===== src/rtl/qddc_tune_ctrl.sv =====
// qddc_tune_ctrl: DDC retune sequencer.
// Accepts NCO/IQ settings on a valid/ready port and applies them on an
// output-sample boundary. It can pulse a datapath reset, then blanks
// data_valid until the CIC decimators have flushed stale samples.
// Ports:
//   clk, reset           clock, synchronous active-high reset
//   cfg_valid/cfg_ready  configuration handshake (ready only in IDLE)
//   cfg_freq/dir/ns_en/swap/flush  requested settings
//   sample_stb           one pulse per DDC output sample
//   lo_freq/lo_dir/lo_ns_en/iq_swap  applied settings
//   dsp_reset            datapath reset pulse for flush retunes
//   data_valid, busy     output qualification and sequencer status
//   retune_cnt           number of applied configurations (wraps)
module qddc_tune_ctrl #(
    parameter int FSZ            = 31,
    parameter int SETTLE_SAMPLES = 5,
    parameter int RST_CYCLES     = 2
) (
    input  logic           clk,
    input  logic           reset,
    input  logic           cfg_valid,
    output logic           cfg_ready,
    input  logic [FSZ-1:0] cfg_freq,
    input  logic           cfg_dir,
    input  logic           cfg_ns_en,
    input  logic           cfg_swap,
    input  logic           cfg_flush,
    input  logic           sample_stb,
    output logic [FSZ-1:0] lo_freq,
    output logic           lo_dir,
    output logic           lo_ns_en,
    output logic           iq_swap,
    output logic           dsp_reset,
    output logic           data_valid,
    output logic           busy,
    output logic [15:0]    retune_cnt
);

    typedef enum logic [1:0] {
        S_IDLE,
        S_ARM,
        S_FLUSH,
        S_SETTLE
    } state_t;

    localparam logic [7:0] SETTLE_LAST = 8'(SETTLE_SAMPLES);
    localparam logic [7:0] RST_LAST    = 8'(RST_CYCLES - 1);

    state_t         state_q, state_d;
    logic [7:0]     cnt_q, cnt_d;

    logic [FSZ-1:0] sh_freq_q, sh_freq_d;
    logic           sh_dir_q, sh_dir_d;
    logic           sh_ns_q, sh_ns_d;
    logic           sh_swap_q, sh_swap_d;
    logic           sh_flush_q, sh_flush_d;

    logic [FSZ-1:0] lo_freq_d;
    logic           lo_dir_d, lo_ns_en_d, iq_swap_d;
    logic           dsp_reset_d, data_valid_d;
    logic           cfg_ready_d, busy_d;
    logic [15:0]    retune_cnt_d;

    always_ff @(posedge clk) begin
        if (reset) begin
            // Startup behaves like a settle phase so the CICs flush
            // whatever they held before reset.
            state_q    <= S_SETTLE;
            cnt_q      <= '0;
            sh_freq_q  <= '0;
            sh_dir_q   <= 1'b0;
            sh_ns_q    <= 1'b0;
            sh_swap_q  <= 1'b0;
            sh_flush_q <= 1'b0;
            lo_freq    <= '0;
            lo_dir     <= 1'b0;
            lo_ns_en   <= 1'b0;
            iq_swap    <= 1'b0;
            dsp_reset  <= 1'b0;
            data_valid <= 1'b0;
            cfg_ready  <= 1'b0;
            busy       <= 1'b1;
            retune_cnt <= '0;
        end else begin
            state_q    <= state_d;
            cnt_q      <= cnt_d;
            sh_freq_q  <= sh_freq_d;
            sh_dir_q   <= sh_dir_d;
            sh_ns_q    <= sh_ns_d;
            sh_swap_q  <= sh_swap_d;
            sh_flush_q <= sh_flush_d;
            lo_freq    <= lo_freq_d;
            lo_dir     <= lo_dir_d;
            lo_ns_en   <= lo_ns_en_d;
            iq_swap    <= iq_swap_d;
            dsp_reset  <= dsp_reset_d;
            data_valid <= data_valid_d;
            cfg_ready  <= cfg_ready_d;
            busy       <= busy_d;
            retune_cnt <= retune_cnt_d;
        end
    end

    always_comb begin
        state_d      = state_q;
        cnt_d        = cnt_q;
        sh_freq_d    = sh_freq_q;
        sh_dir_d     = sh_dir_q;
        sh_ns_d      = sh_ns_q;
        sh_swap_d    = sh_swap_q;
        sh_flush_d   = sh_flush_q;
        lo_freq_d    = lo_freq;
        lo_dir_d     = lo_dir;
        lo_ns_en_d   = lo_ns_en;
        iq_swap_d    = iq_swap;
        dsp_reset_d  = dsp_reset;
        data_valid_d = data_valid;
        retune_cnt_d = retune_cnt;

        unique case (state_q)
            S_IDLE: begin
                // A strobe in the accept cycle is deliberately ignored.
                if (cfg_valid && cfg_ready) begin
                    sh_freq_d  = cfg_freq;
                    sh_dir_d   = cfg_dir;
                    sh_ns_d    = cfg_ns_en;
                    sh_swap_d  = cfg_swap;
                    sh_flush_d = cfg_flush;
                    state_d    = S_ARM;
                end
            end
            S_ARM: begin
                if (sample_stb) begin
                    lo_freq_d    = sh_freq_q;
                    lo_dir_d     = sh_dir_q;
                    lo_ns_en_d   = sh_ns_q;
                    iq_swap_d    = sh_swap_q;
                    data_valid_d = 1'b0;
                    retune_cnt_d = retune_cnt + 16'd1;
                    cnt_d        = '0;
                    if (sh_flush_q) begin
                        state_d     = S_FLUSH;
                        dsp_reset_d = 1'b1;
                    end else begin
                        state_d = S_SETTLE;
                    end
                end
            end
            S_FLUSH: begin
                // Strobes are not counted while the datapath is held.
                if (cnt_q == RST_LAST) begin
                    state_d     = S_SETTLE;
                    dsp_reset_d = 1'b0;
                    cnt_d       = '0;
                end else begin
                    cnt_d = cnt_q + 8'd1;
                end
            end
            S_SETTLE: begin
                if (sample_stb) begin
                    if (cnt_q + 8'd1 == SETTLE_LAST) begin
                        state_d      = S_IDLE;
                        data_valid_d = 1'b1;
                        cnt_d        = '0;
                    end else begin
                        cnt_d = cnt_q + 8'd1;
                    end
                end
            end
        endcase

        cfg_ready_d = (state_d == S_IDLE);
        busy_d      = (state_d != S_IDLE);
    end

endmodule

===== config.mk =====
export PLATFORM = sky130hd
export DESIGN_NAME = qddc_tune_ctrl
export DESIGN_NICKNAME = d
export VERILOG_FILES = /design/src/rtl/qddc_tune_ctrl.sv
export SDC_FILE = /design/constraint.sdc
export NUM_CORES = 1
export LEC_CHECK = 0
export CORE_ASPECT_RATIO = 0.8
export CORE_MARGIN = 10
export CORE_UTILIZATION = 53
export CTS_CLUSTER_SIZE = 40
export DETAILED_ROUTE_END_ITERATION = 6
export GPL_TIMING_DRIVEN = 1
export PLACE_DENSITY = 0.94
export SLEW_MARGIN = 15
export SYNTH_ARGS = -nofsm -noshare
export SYNTH_HDL_FRONTEND = slang
export SYNTH_SLANG_ARGS = --single-unit

===== constraint.sdc =====
create_clock -name clk -period 4.7 [get_ports clk]
set_input_delay 0.94 -clock clk [delete_from_list [all_inputs] [get_ports clk]]
set_output_delay 0.94 -clock clk [all_outputs]
set_load 0.05 [all_outputs]

==> metrics <==
switching share of power 23.5%; fin cells 657; clock buffer depth 2; First DRT Iteration DRCs 211; setup TNS 0 ns; DR vias 3546; WP data arrival 3.00 ns; startpoint types input port; port buffer count 92; total clock sinks 99; Core ar. 0.00732 mm²; pwr/cell area 295 mW/mm²; routed len/inst 15.2 µm; die footprint 0.0113 mm²; YS warnings 0; most frequent cell after synthesis nand2_1; Clk pwr share 37.2%; TritonCTS clock tree done; max cap viols 0; most frequent CP cell nand2_1; worst setup path category input port to flip-flop; critical-path maximum fanout 23; EDFF count, synth 0; largest net degree at the start of global routing 56; CP Cell Sequence clkdlybuf4s50_1 > nand2_1 > nor2_2 > buf_4 > nand2_1 > a21oi_1; synth top area cells dfxtp_1, nand2_1, a21oi_1, xor2_1, nor2_1; Final nets 605; clock input transition at the sequential cells of the worst setup and hold paths 0.11 ns; vias in the first global route 3437; worst-skew pair later-pin latency 0.37 ns; Synth top cells by count nand2_1, dfxtp_1, a21oi_1; clock skew 0.0146 ns; Starting Density 53.9%; placed wire-length estimate 7.17 mm; hold crit path type flip-flop to flip-flop; final count of negative-setup-slack endpoints 0; cts repair resizes 0; Max-Slew Margin vs Limit 35.7%; ys flop type dfxtp_1; CP peak stage delay 0.69 ns; Die H 97.2 µm; DR pass1 iterations 4; register area share after synthesis 50.2%; fin crit share 57.8%; Combinational Power Share 5.8%; crit end category flip-flop; cell count after synthesis 485; setup bufs post-CTS 0; CP Data Required Time 4.99 ns; Cell Area, Synth 0.00395 mm²; area leader, netlist dfxtp_1; asr flop ratio synth 0%; hold-fix buffer count after cts 0; Root Driver clkbuf_8; RSZ-0062 raised after global routing false; Synthesized Nets 528; Worst path top cell family by delay buffers and inverters; DRT Wirelength 10.0 mm; status completed; dpl cells 641; site row count 28; H-tree lvl count 3; Area Growth Syn to Fin 27.8%; final count of hold timing violations 0; max-slew violation count 0; P_int 0.00114 W; minimum clock period 2.71 ns; share of the synthesized area in the top cell type 50.2%; fillers 557; Fmax achieved 368 MHz; DRT antenna net count 0; initial antenna violation count 0; chip width 116 µm; worst slew pin tran 0.965 ns; flops & latches, synth 99; IO Count 93; Sequential Power Share 57.0%; syn avg cell area 8.14 µm²; Switching Power 0.000349 W; Final GP Congestion 0.834; Crit path buffers/inverters 2; leakage power 1.70 nW; Crit-path slowest cell clkdlybuf4s50_1; first-pass GRT wire length 16.4 mm; Peak supply drop 0.228 mV; # DRC 0; layout cells sized above 1 6.35%; Distinct cells, synth 49; Vias/cell 5.40; # diodes 0; GRT Total Usage 17.6%; CTS Buf Count 9; total grt overflow 0
## registers in the layout, summed over array words and instances (netlist names)
| register | flops |
|---|---|
| iq_swap | 1 |
| cnt_q | 8 |
| busy | 1 |
| sh_freq_q | 31 |
| data_valid | 1 |
| sh_swap_q | 1 |
| cfg_ready | 1 |
| dsp_reset | 1 |
| lo_ns_en | 1 |
| retune_cnt | 16 |
| sh_dir_q | 1 |
| lo_dir | 1 |
| sh_flush_q | 1 |
| state_q | 2 |
| sh_ns_q | 1 |
| lo_freq | 31 |
## worst min-delay path, delay by kind of cell, from the launching register on
family,cells,cell delay (ns)
DFF,1,0.32
and+or+nand+nor,1,0.05
AOI/OAI and AO/OA,1,0.05
## routing by layer
layer / part of all wire [%] / vias up / wire length (µm) / GRT usage, %
met4: 1.9 / 0 / 186 / 5.57
met1: 41 / 1650 / 4060 / 20.2
li1: - / 1769 / - / -
met3: 7.7 / 17 / 775 / 6.48
met2: 50 / 110 / 4980 / 29.5
met5: 0 / - / 0 / 0
## placed cells by master (no fill, tap or decap), types with 5 or more instances in the layout
cell type / n
a21oi_1: 80
buf_4: 5
clkbuf_8: 9
clkdlybuf4s50_1: 91
dfxtp_1: 99
nand2_1: 156
nand3_1: 6
nand4_1: 7
nor2_1: 24
nor3_1: 5
o21ai_0: 8
xor2_1: 12
## worst paths after layout
| check | from | to | slack, ns | cells after the start |
|---|---|---|---|---|
| min | sh_freq_q[12] | lo_freq[12] | 0.45 | 2 |
| min reg2reg | sh_freq_q[12] | lo_freq[12] | 0.45 | 2 |
| max reg2reg | state_q[0] | lo_freq[14] | 2.54 | 5 |
| max | sample_stb | lo_freq[14] | 1.99 | 6 |
## layout make-up
cell class | count | area [µm²] | area share [%]
Sequential cell | 99 | 1980 | 39.3
Clock buffer | 10 | 128 | 2.53
Inverter | 2 | 7.51 | 0.149
Tap cell | 90 | 113 | 2.23
Timing Repair Buffer | 97 | 953 | 18.9
Clock inverter | 6 | 71.3 | 1.41
Multi-Input combinational cell | 353 | 1790 | 35.5
## metrics by stage
stage | hold slack [ns] | area (µm²) | setup slack (ns) | total power [W] | util [%]
after global placement | 0.435 | 4840 | 1.80 | 0.000950 | 66.1
final | 0.452 | 5040 | 1.99 | 0.00149 | 68.9
after detailed placement | 0.445 | 4840 | 1.67 | 0.000953 | 66.1
after CTS | 0.458 | 5040 | 2.01 | 0.00150 | 68.8
after global routing | 0.481 | 5040 | 1.80 | 0.00153 | 68.9
after floorplan | 0.429 | 3950 | 2.64 | 0.000913 | -
## power groups by stage
stage / clock, W / combinational [W] / sequential (W)
2_1_floorplan: 0 / 0.0000460 / 0.000867
3_3_place_gp: 0 / 0.0000830 / 0.000867
3_5_place_dp: 0 / 0.0000856 / 0.000868
4_1_cts: 0.000562 / 0.0000862 / 0.000848
5_1_grt: 0.000589 / 0.0000941 / 0.000849
6_report: 0.000553 / 0.0000864 / 0.000848
## cell families after synthesis
kind of cell / Yosys count / synth area share (%)
adder cells (fa/ha/maj): 4 / 1.27
buffers and inverters: 33 / 4.57
XOR/XNOR: 16 / 3.55
AO/OA/AOI/OAI: 106 / 15.4
flip-flops: 99 / 50.2
AND/OR/NAND/NOR: 227 / 25.0
Power figures use the tool's default switching activity.
